[src/rtl/mem_port_arbiter.sv]
// Single-port memory arbiter: fetch vs. load/store with data priority,
// bounded fetch starvation and one-cycle read-data return routing.
module mem_port_arbiter #(
  parameter int                ADDR_W    = 8,
  parameter int                DATA_W    = 8,
  parameter logic [ADDR_W-1:0] DATA_BASE = ADDR_W'(128),
  parameter int                MAX_D_RUN = 4
) (
  input  logic              clk,
  input  logic              rst_n,
  input  logic              if_req,
  input  logic [ADDR_W-1:0] if_addr,
  output logic              if_gnt,
  output logic              if_rvalid,
  output logic [DATA_W-1:0] if_rdata,
  input  logic              d_req,
  input  logic              d_we,
  input  logic [ADDR_W-1:0] d_addr,
  input  logic [DATA_W-1:0] d_wdata,
  output logic              d_gnt,
  output logic              d_rvalid,
  output logic [DATA_W-1:0] d_rdata,
  output logic [ADDR_W-1:0] mem_addr,
  output logic              mem_we,
  output logic [DATA_W-1:0] mem_wdata,
  input  logic [DATA_W-1:0] mem_rdata
);

  typedef enum logic [1:0] {
    OWN_NONE = 2'd0,
    OWN_IF   = 2'd1,
    OWN_D    = 2'd2
  } owner_t;

  localparam logic [3:0] RUN_MAX = 4'(MAX_D_RUN);

  owner_t     owner;
  owner_t     owner_next;
  logic [3:0] run_cnt;
  logic [3:0] run_cnt_next;

  // Owner of the in-flight read and the data-grant run length.
  always_ff @(posedge clk) begin
    if (!rst_n) begin
      owner   <= OWN_NONE;
      run_cnt <= 4'd0;
    end else begin
      owner   <= owner_next;
      run_cnt <= run_cnt_next;
    end
  end

  // Grant decision, memory drive, read-data routing and next state.
  always_comb begin
    if_gnt       = 1'b0;
    d_gnt        = 1'b0;
    mem_addr     = {ADDR_W{1'b0}};
    mem_we       = 1'b0;
    mem_wdata    = {DATA_W{1'b0}};
    if_rvalid    = 1'b0;
    if_rdata     = {DATA_W{1'b0}};
    d_rvalid     = 1'b0;
    d_rdata      = {DATA_W{1'b0}};
    owner_next   = OWN_NONE;
    run_cnt_next = 4'd0;

    if (!rst_n) begin
      owner_next   = OWN_NONE;
      run_cnt_next = 4'd0;
    end else begin
      // Fetch wins only when alone or once data has used up its run.
      if (if_req && (!d_req || (run_cnt == RUN_MAX))) begin
        if_gnt = 1'b1;
      end else if (d_req) begin
        d_gnt = 1'b1;
      end else begin
        if_gnt = 1'b0;
        d_gnt  = 1'b0;
      end

      if (if_gnt) begin
        mem_addr   = if_addr;
        mem_we     = 1'b0;
        owner_next = OWN_IF;
      end else if (d_gnt) begin
        mem_addr   = d_addr + DATA_BASE;
        mem_we     = d_we;
        mem_wdata  = d_wdata;
        owner_next = d_we ? OWN_NONE : OWN_D;
      end else begin
        mem_we     = 1'b0;
        owner_next = OWN_NONE;
      end

      if (!if_req || if_gnt) begin
        run_cnt_next = 4'd0;
      end else if (d_gnt && (run_cnt != RUN_MAX)) begin
        run_cnt_next = run_cnt + 4'd1;
      end else begin
        run_cnt_next = run_cnt;
      end

      case (owner)
        OWN_IF: begin
          if_rvalid = 1'b1;
          if_rdata  = mem_rdata;
        end
        OWN_D: begin
          d_rvalid = 1'b1;
          d_rdata  = mem_rdata;
        end
        default: begin
          if_rvalid = 1'b0;
          d_rvalid  = 1'b0;
        end
      endcase
    end
  end

endmodule

[config.mk]
export PLATFORM = sky130hd
export DESIGN_NAME = mem_port_arbiter
export DESIGN_NICKNAME = d
export VERILOG_FILES = /design/src/rtl/mem_port_arbiter.sv
export SDC_FILE = /design/constraint.sdc
export NUM_CORES = 1
export LEC_CHECK = 0
export ABC_CLOCK_PERIOD_IN_PS = 2100
export CORE_MARGIN = 2
export CORE_UTILIZATION = 40
export DETAILED_ROUTE_END_ITERATION = 6
export DONT_BUFFER_PORTS = 1
export SLEW_MARGIN = 10
export SYNTH_ARGS = -nofsm -noshare
export SYNTH_HDL_FRONTEND = slang
export SYNTH_SLANG_ARGS = --single-unit
[constraint.sdc]
create_clock -name clk -period 2.1 [get_ports clk]
set_input_delay 0.105 -clock clk [delete_from_list [all_inputs] [get_ports clk]]
set_output_delay 0.105 -clock clk [all_outputs]
set_load 0.05 [all_outputs]
==> flow_results.xml, run 1 <==
<?xml version="1.0" encoding="UTF-8"?>
<metrics>
  <group name="yosys">
    <metric name="seq_area_frac_synth" unit="">0.213</metric>
    <metric name="synth.yosys.warnings" unit="">0</metric>
    <metric name="post_synthesis_instance_total" unit="">66</metric>
    <metric name="yosys-mux-area-fraction" unit="">0</metric>
    <metric name="synth_top_family_by_area" unit="">simple AND/OR/NAND/NOR gates</metric>
    <metric name="synth_simple_gate_area_frac" unit="">0.447</metric>
    <metric name="post_synth.cell_area_avg" unit="sq um">8.53</metric>
    <metric name="syn_nets" unit="">105</metric>
    <metric name="yosys.cell_types.count" unit="">22</metric>
    <metric name="synthesized_area_fraction_occupied_by_adder_cells" unit="">0.0444</metric>
    <metric name="netlist_area" unit="sq um">563</metric>
    <metric name="synth_xor_area_frac" unit="">0.0311</metric>
    <metric name="compound_gate_portion_of_the_synthesized_area" unit="">0.178</metric>
    <metric name="flip_flop_and_latch_count_after_synthesis" unit="">6</metric>
  </group>
  <group name="detailed_routing">
    <metric name="route.antenna.remaining_nets" unit="">0</metric>
    <metric name="drtIter0Drc" unit="">5</metric>
    <metric name="detail_route.drc_violations" unit="">0</metric>
    <metric name="via_per_inst" unit="">5.40</metric>
    <metric name="drt_first_pass_iters" unit="">2</metric>
    <metric name="detailroute.via_count" unit="">529</metric>
    <metric name="wire_per_inst" unit="um">13.6</metric>
    <metric name="routed_wirelength" unit="um">1340</metric>
  </group>
  <group name="power">
    <metric name="cell_internal_pwr" unit="mW">0.228</metric>
    <metric name="vdd_drop_max" unit="uV">290</metric>
    <metric name="switching_power_as_a_share_of_total_power" unit="">0.400</metric>
    <metric name="p_sw" unit="mW">0.152</metric>
    <metric name="seqPwrFrac" unit="">0.313</metric>
    <metric name="power.density" unit="mW/mm^2">509</metric>
    <metric name="clockPowerShare" unit="">0.280</metric>
    <metric name="pwr-share-comb" unit="">0.407</metric>
    <metric name="static-leakage-power" unit="nW">0.358</metric>
  </group>
  <group name="run_status">
    <metric name="result_of_the_run" unit="">finished, final reports clean</metric>
  </group>
  <group name="worst_hold_path">
    <metric name="hold_class" unit="">primary input to register</metric>
    <metric name="timing.hold.worst.start" unit="">rst_n</metric>
    <metric name="whs_endpoint" unit="">owner[0]</metric>
    <metric name="min_delay_path_depth" unit="">2</metric>
  </group>
  <group name="floorplan">
    <metric name="io-pin-count" unit="">74</metric>
    <metric name="chipHeight" unit="um">41.5</metric>
    <metric name="fp.dieW" unit="um">41.5</metric>
    <metric name="design.die.area" unit="sq mm">0.00172</metric>
    <metric name="initial_core_util" unit="">0.433</metric>
    <metric name="std_cell_rows" unit="">13</metric>
    <metric name="core_area" unit="sq mm">0.00130</metric>
  </group>
  <group name="global_route">
    <metric name="antenna_found_initial" unit="">0</metric>
    <metric name="gr-total-overflow" unit="">0</metric>
    <metric name="grt_pass1_vias" unit="">497</metric>
    <metric name="grt_first_pass_wirelength" unit="um">2060</metric>
    <metric name="grt.total_usage" unit="">0.161</metric>
    <metric name="grt_start_max_net_pins" unit="">20</metric>
  </group>
  <group name="critical_path">
    <metric name="crit_path_max_fanout" unit="">19</metric>
    <metric name="required" unit="ns">2.00</metric>
    <metric name="setup_slack_of_the_worst_register_to_register_path" unit="ns">0.62</metric>
    <metric name="rr_endpoint" unit="">owner[1]</metric>
    <metric name="reg2reg_depth" unit="">5</metric>
    <metric name="critPathLaunchType" unit="">register</metric>
    <metric name="origin_of_the_critical_flop_to_flop_path" unit="">run_cnt[0]</metric>
    <metric name="timing_worst_setup_path_type" unit="">register to primary output</metric>
    <metric name="cp-end-kind" unit="">primary output</metric>
    <metric name="worst-endpoint-arrival" unit="ns">1.87</metric>
  </group>
  <group name="final_layout">
    <metric name="stdcell_area" unit="sq um">744</metric>
    <metric name="regArea" unit="sq um">120</metric>
    <metric name="final_util" unit="">0.572</metric>
    <metric name="layout.nets" unit="">124</metric>
    <metric name="multi_input_logic_area" unit="sq um">394</metric>
    <metric name="syn2layout_area_growth" unit="%">32.2</metric>
    <metric name="fillerInstances" unit="">122</metric>
    <metric name="antennaDiodeCount" unit="">0</metric>
    <metric name="post_route_cells_drive_above_1_share" unit="">0.410</metric>
  </group>
  <group name="clock_tree">
    <metric name="cts_tree" unit="">done</metric>
    <metric name="cts_hold_buffers" unit="">2</metric>
    <metric name="quantity_of_gates_resized_following_cts" unit="">0</metric>
    <metric name="clk-insertion-delay-late" unit="ns">0.25</metric>
    <metric name="cts.clk_slew.worst_paths" unit="ns">0.04</metric>
    <metric name="tritoncts.num_buffers" unit="">3</metric>
    <metric name="clk_root_buf" unit="">sky130_fd_sc_hd__clkbuf_4</metric>
    <metric name="total_number_of_h_tree_levels" unit="">1</metric>
    <metric name="numClockSinks" unit="">6</metric>
    <metric name="cts_setup_buffers" unit="">0</metric>
    <metric name="cts.path.max_buffers" unit="">2</metric>
  </group>
  <group name="timing">
    <metric name="slew_headroom" unit="">0.661</metric>
    <metric name="hold_viol_final" unit="">0</metric>
    <metric name="fin_crit" unit="ns">1.97</metric>
    <metric name="clock_skew" unit="ns">0.00221</metric>
    <metric name="setup_viol_count_final" unit="">0</metric>
    <metric name="max_slew.worst_pin.slew" unit="ns">0.513</metric>
    <metric name="finalMaxSlewViolations" unit="">0</metric>
    <metric name="final_min_period_over_clock_period" unit="">0.938</metric>
    <metric name="grt_setup_unrepaired" unit="">no</metric>
    <metric name="tns" unit="ns">0</metric>
    <metric name="max_freq" unit="MHz">508</metric>
  </group>
  <group name="placement">
    <metric name="detailedPlacementHpwl" unit="um">1130</metric>
    <metric name="area_post_placement" unit="sq um">702</metric>
    <metric name="port_buffers" unit="">0</metric>
    <metric name="routability_congestion_estimate" unit="">0.681</metric>
  </group>
  <group name="job">
    <metric name="drv_cap" unit="">0</metric>
  </group>
</metrics>
power by group through the flow:
stage	combinational, mW	sequential, mW	clock [mW]
floorplan	0.129	0.120	0
global placement	0.151	0.120	0
detailed placement	0.152	0.121	0
CTS	0.155	0.119	0.110
global route	0.160	0.119	0.113
finish	0.154	0.119	0.106
area by class of cell:
class | count | share of cell area
Multi-Input combinational cell | 52 | 0.529
Tap cell | 15 | 0.0252
Inverter | 5 | 0.0252
Sequential cell | 6 | 0.161
Timing Repair Buffer | 17 | 0.229
Clock buffer | 3 | 0.0303
state kept, by name, indices dropped and copies added (netlist names):
name and flops:
run_cnt 4, owner 2
critical path: stages (launching register included):
cell and delay [ns]:
sky130_fd_sc_hd__dfxtp_1 0.37, sky130_fd_sc_hd__inv_1 0.06, sky130_fd_sc_hd__ha_1 0.22, sky130_fd_sc_hd__nand3b_4 0.10, sky130_fd_sc_hd__o211a_1 0.47, sky130_fd_sc_hd__a22o_1 0.26
sky130_fd_sc_hd__buf_12 0.15
metal layers:
layer | wire length (um) | part of all wire | GRT usage
met5 | 0 | 0 | 0
met4 | 52 | 0.039 | 0.155
met3 | 154 | 0.12 | 0.0348
met2 | 697 | 0.52 | 0.281
met1 | 432 | 0.32 | 0.150
cell usage in the layout (no fill, tap or decap), types with 2 or more instances in the layout:
master and instances:
sky130_fd_sc_hd__and2_1 16, sky130_fd_sc_hd__buf_4 12, sky130_fd_sc_hd__and2_4 9, sky130_fd_sc_hd__dfxtp_1 6, sky130_fd_sc_hd__inv_1 5, sky130_fd_sc_hd__a22o_2 5, sky130_fd_sc_hd__nor2_1 5, sky130_fd_sc_hd__a22o_1 3
sky130_fd_sc_hd__clkbuf_4 3, sky130_fd_sc_hd__buf_12 3, sky130_fd_sc_hd__nand2_1 2, sky130_fd_sc_hd__ha_1 2, sky130_fd_sc_hd__dlygate4sd3_1 2
stage by stage:
step	hold slack [ns]	setup WS [ns]	power, mW	std cells
final	0.0243	0.130	0.379	98
after global routing	0.0425	0.0133	0.391	98
after CTS	0.0187	0.114	0.384	98
after detailed placement	0.185	0.377	0.273	93
after global placement	0.180	0.444	0.271	93
after floorplan	0.177	0.153	0.249	66
logic make-up (layout without fill, tap and decap cells):
group	count (synthesis)	in the layout
and+or+nand+nor	37	37
AOI/OAI and AO/OA	11	11
buffers and inverters	8	25
DFF	6	6
adders and majority gates	2	2
xor gates and xnor gates	2	2
cell usage after synthesis (all sizes together):
master	n	area share
nor2b	1	0.011
nor2	5	0.033
a22o	8	0.14
nand4	1	0.011
and2	25	0.32
clkbuf	1	0.0067
xnor2	1	0.016
a21oi	2	0.024
nand3b	1	0.036
buf	2	0.047
dfxtp	6	0.21
and3b	1	0.016
nand2	2	0.013
nand3	1	0.0089
ha	2	0.044
o211a	1	0.018
xor2	1	0.016
inv	5	0.033
worst max-delay path by stage:
| stage | slack [ns] | cells after the start | startpoint | endpoint |
|---|---|---|---|---|
| floorplan | 0.15 | 5 | run_cnt[0] | mem_addr[1] |
| global placement | 0.44 | 5 | run_cnt[0] | mem_addr[4] |
| detailed placement | 0.38 | 5 | run_cnt[0] | mem_addr[7] |
| CTS | 0.11 | 5 | run_cnt[0] | mem_addr[7] |
| global route | 0.01 | 6 | run_cnt[0] | mem_addr[6] |
| finish | 0.13 | 6 | run_cnt[0] | mem_addr[5] |
Power figures use the tool's default switching activity.
==> run 2: changes to the inputs <==
CORE_MARGIN = unset   (was 2)
==> run 2 against run 1 <==
Die area down 9.4%. Register-to-register slack about the same. Design area unchanged. Setup slack worse by 0.015 ns. Critical path depth unchanged. Flip-flop and latch count unchanged. Fmax down 0.78%. First-iteration DRC count up 20%. Count of clock-buffer cells in the layout unchanged. Largest power group unchanged. Highest routed layer unchanged.
==> flow_results.xml, run 2 (synthesis results as in run 1) <==
<?xml version="1.0" encoding="UTF-8"?>
<metrics>
  <group name="floorplan">
    <metric name="initial_core_util" unit="">0.433</metric>
    <metric name="std_cell_rows" unit="">13</metric>
    <metric name="design.die.area" unit="sq mm">0.00156</metric>
    <metric name="core_area" unit="sq mm">0.00130</metric>
    <metric name="fp.dieW" unit="um">39.5</metric>
    <metric name="chipHeight" unit="um">39.5</metric>
    <metric name="io-pin-count" unit="">74</metric>
  </group>
  <group name="timing">
    <metric name="final_critical_path_setup_slack" unit="ns">0.114</metric>
    <metric name="max_freq" unit="MHz">504</metric>
    <metric name="grt_setup_unrepaired" unit="">no</metric>
    <metric name="tns" unit="ns">0</metric>
    <metric name="fin_crit" unit="ns">1.99</metric>
    <metric name="finalMaxSlewViolations" unit="">0</metric>
    <metric name="hold_viol_final" unit="">0</metric>
    <metric name="final_min_period_over_clock_period" unit="">0.946</metric>
    <metric name="slew_headroom" unit="">0.666</metric>
    <metric name="final.hold.worst_slack" unit="ns">0.0196</metric>
    <metric name="setup_viol_count_final" unit="">0</metric>
    <metric name="max_slew.worst_pin.slew" unit="ns">0.500</metric>
    <metric name="clock_skew" unit="ns">0.00348</metric>
  </group>
  <group name="critical_path">
    <metric name="cpPeakStageDelay" unit="ns">0.47</metric>
    <metric name="worst_setup_path_startpoint" unit="">run_cnt[0]</metric>
    <metric name="worst-endpoint-arrival" unit="ns">1.88</metric>
    <metric name="cp-end-kind" unit="">primary output</metric>
    <metric name="origin_of_the_critical_flop_to_flop_path" unit="">run_cnt[0]</metric>
    <metric name="worst_path_max_delay_cell" unit="">sky130_fd_sc_hd__o211a_1</metric>
    <metric name="timing_worst_setup_path_type" unit="">register to primary output</metric>
    <metric name="crit_chain" unit="">inv_1 &gt; ha_1 &gt; nand3b_4 &gt; o211a_1 &gt; a22o_1 &gt; buf_12</metric>
    <metric name="dominant_delay_contributor_by_cell_family_on_the_critical_path" unit="">compound AO/OA/AOI/OAI gates</metric>
    <metric name="crit_buf_inv" unit="">2</metric>
    <metric name="required" unit="ns">2.00</metric>
    <metric name="crit_path_max_fanout" unit="">19</metric>
    <metric name="critPathLaunchType" unit="">register</metric>
  </group>
  <group name="placement">
    <metric name="area_post_placement" unit="sq um">702</metric>
    <metric name="port_buffers" unit="">0</metric>
    <metric name="routability_congestion_estimate" unit="">0.703</metric>
    <metric name="detailedPlacementHpwl" unit="um">1080</metric>
    <metric name="dp_slack" unit="ns">0.364</metric>
  </group>
  <group name="power">
    <metric name="vdd_drop_max" unit="uV">301</metric>
    <metric name="switching_power_as_a_share_of_total_power" unit="">0.399</metric>
    <metric name="seqPwrFrac" unit="">0.314</metric>
    <metric name="p_sw" unit="mW">0.151</metric>
    <metric name="power.density" unit="mW/mm^2">509</metric>
    <metric name="static-leakage-power" unit="nW">0.358</metric>
    <metric name="clockPowerShare" unit="">0.280</metric>
    <metric name="pwr-share-comb" unit="">0.406</metric>
    <metric name="report.power.total" unit="mW">0.379</metric>
    <metric name="cell_internal_pwr" unit="mW">0.227</metric>
  </group>
  <group name="final_layout">
    <metric name="largest_reg_flops" unit="">4</metric>
    <metric name="largest-register" unit="">run_cnt</metric>
    <metric name="top_regs" unit="">run_cnt (4), owner (2)</metric>
    <metric name="post_route_cells_drive_above_1_share" unit="">0.410</metric>
    <metric name="antennaDiodeCount" unit="">0</metric>
    <metric name="layout.nets" unit="">124</metric>
    <metric name="regArea" unit="sq um">120</metric>
    <metric name="fillerInstances" unit="">130</metric>
    <metric name="most-common-layout-cells" unit="">sky130_fd_sc_hd__and2_1, sky130_fd_sc_hd__buf_4, sky130_fd_sc_hd__and2_4</metric>
    <metric name="multi_input_logic_area" unit="sq um">394</metric>
    <metric name="stdcell_area" unit="sq um">744</metric>
    <metric name="layout_commonest_cell" unit="">sky130_fd_sc_hd__and2_1</metric>
    <metric name="syn2layout_area_growth" unit="%">32.2</metric>
  </group>
  <group name="global_route">
    <metric name="antenna_found_initial" unit="">0</metric>
    <metric name="grt_pass1_vias" unit="">404</metric>
    <metric name="grt_first_pass_wirelength" unit="um">1710</metric>
    <metric name="grt.total_usage" unit="">0.173</metric>
    <metric name="gr-total-overflow" unit="">0</metric>
    <metric name="grt_start_max_net_pins" unit="">20</metric>
  </group>
  <group name="clock_tree">
    <metric name="quantity_of_gates_resized_following_cts" unit="">0</metric>
    <metric name="cts_hold_buffers" unit="">2</metric>
    <metric name="tritoncts.num_buffers" unit="">3</metric>
    <metric name="numClockSinks" unit="">6</metric>
    <metric name="cts.clk_slew.worst_paths" unit="ns">0.04</metric>
    <metric name="clk_root_buf" unit="">sky130_fd_sc_hd__clkbuf_4</metric>
    <metric name="cts_setup_buffers" unit="">0</metric>
    <metric name="clk-insertion-delay-late" unit="ns">0.25</metric>
    <metric name="total_number_of_h_tree_levels" unit="">1</metric>
    <metric name="cts_tree" unit="">done</metric>
    <metric name="cts.path.max_buffers" unit="">2</metric>
  </group>
  <group name="detailed_routing">
    <metric name="drtIter0Drc" unit="">6</metric>
    <metric name="detail_route.drc_violations" unit="">0</metric>
    <metric name="via_per_inst" unit="">5.26</metric>
    <metric name="route.antenna.remaining_nets" unit="">0</metric>
    <metric name="drt_first_pass_iters" unit="">3</metric>
    <metric name="detailroute.via_count" unit="">515</metric>
    <metric name="wire_per_inst" unit="um">13.4</metric>
    <metric name="routed_wirelength" unit="um">1310</metric>
  </group>
  <group name="run_status">
    <metric name="result_of_the_run" unit="">finished, final reports clean</metric>
  </group>
  <group name="job">
    <metric name="drv_cap" unit="">0</metric>
  </group>
  <group name="worst_hold_path">
    <metric name="hold_class" unit="">primary input to register</metric>
    <metric name="timing.hold.worst.start" unit="">rst_n</metric>
  </group>
</metrics>
==> run 2: cell counts in the layout (fill, tap and decap cells not counted) <==
No cell type changed its count.
==> run 2: layout make-up <==
| class | count | share of cell area |
|---|---|---|
| repair buffers | 17 | 0.229 |
| multi-input cells | 52 | 0.529 |
| inverters | 5 | 0.0252 |
| clock buffers | 3 | 0.0303 |
| well taps | 15 | 0.0252 |
| flip-flops and latches | 6 | 0.161 |
==> run 2: per-layer routing <==
layer,vias up,routed length [um],track usage
li1,253,-,-
met1,216,482,0.182
met2,43,682,0.270
met3,3,135,0.0511
met4,0,14,0.155
met5,-,0,0
==> run 2: metrics by stage <==
step,std cells,utilization
finish,98,0.572
global route,98,0.572
CTS,98,0.572
detailed placement,93,0.539
global placement,93,0.539
floorplan,66,-
==> run 2: worst paths after layout <==
check	to	slack (ns)	cells past startpoint
max reg2reg	owner[1]	0.62	5
min	owner[0]	0.02	2
min reg2reg	run_cnt[0]	0.47	1
max	mem_addr[6]	0.11	6
==> run 2: power by group through the flow <==
stage	Combinational, mW	Clock (mW)	Sequential, mW
detailed placement	0.152	0	0.121
floorplan	0.129	0	0.120
finish	0.154	0.106	0.119
global route	0.160	0.117	0.119
global placement	0.151	0	0.120
CTS	0.155	0.110	0.119
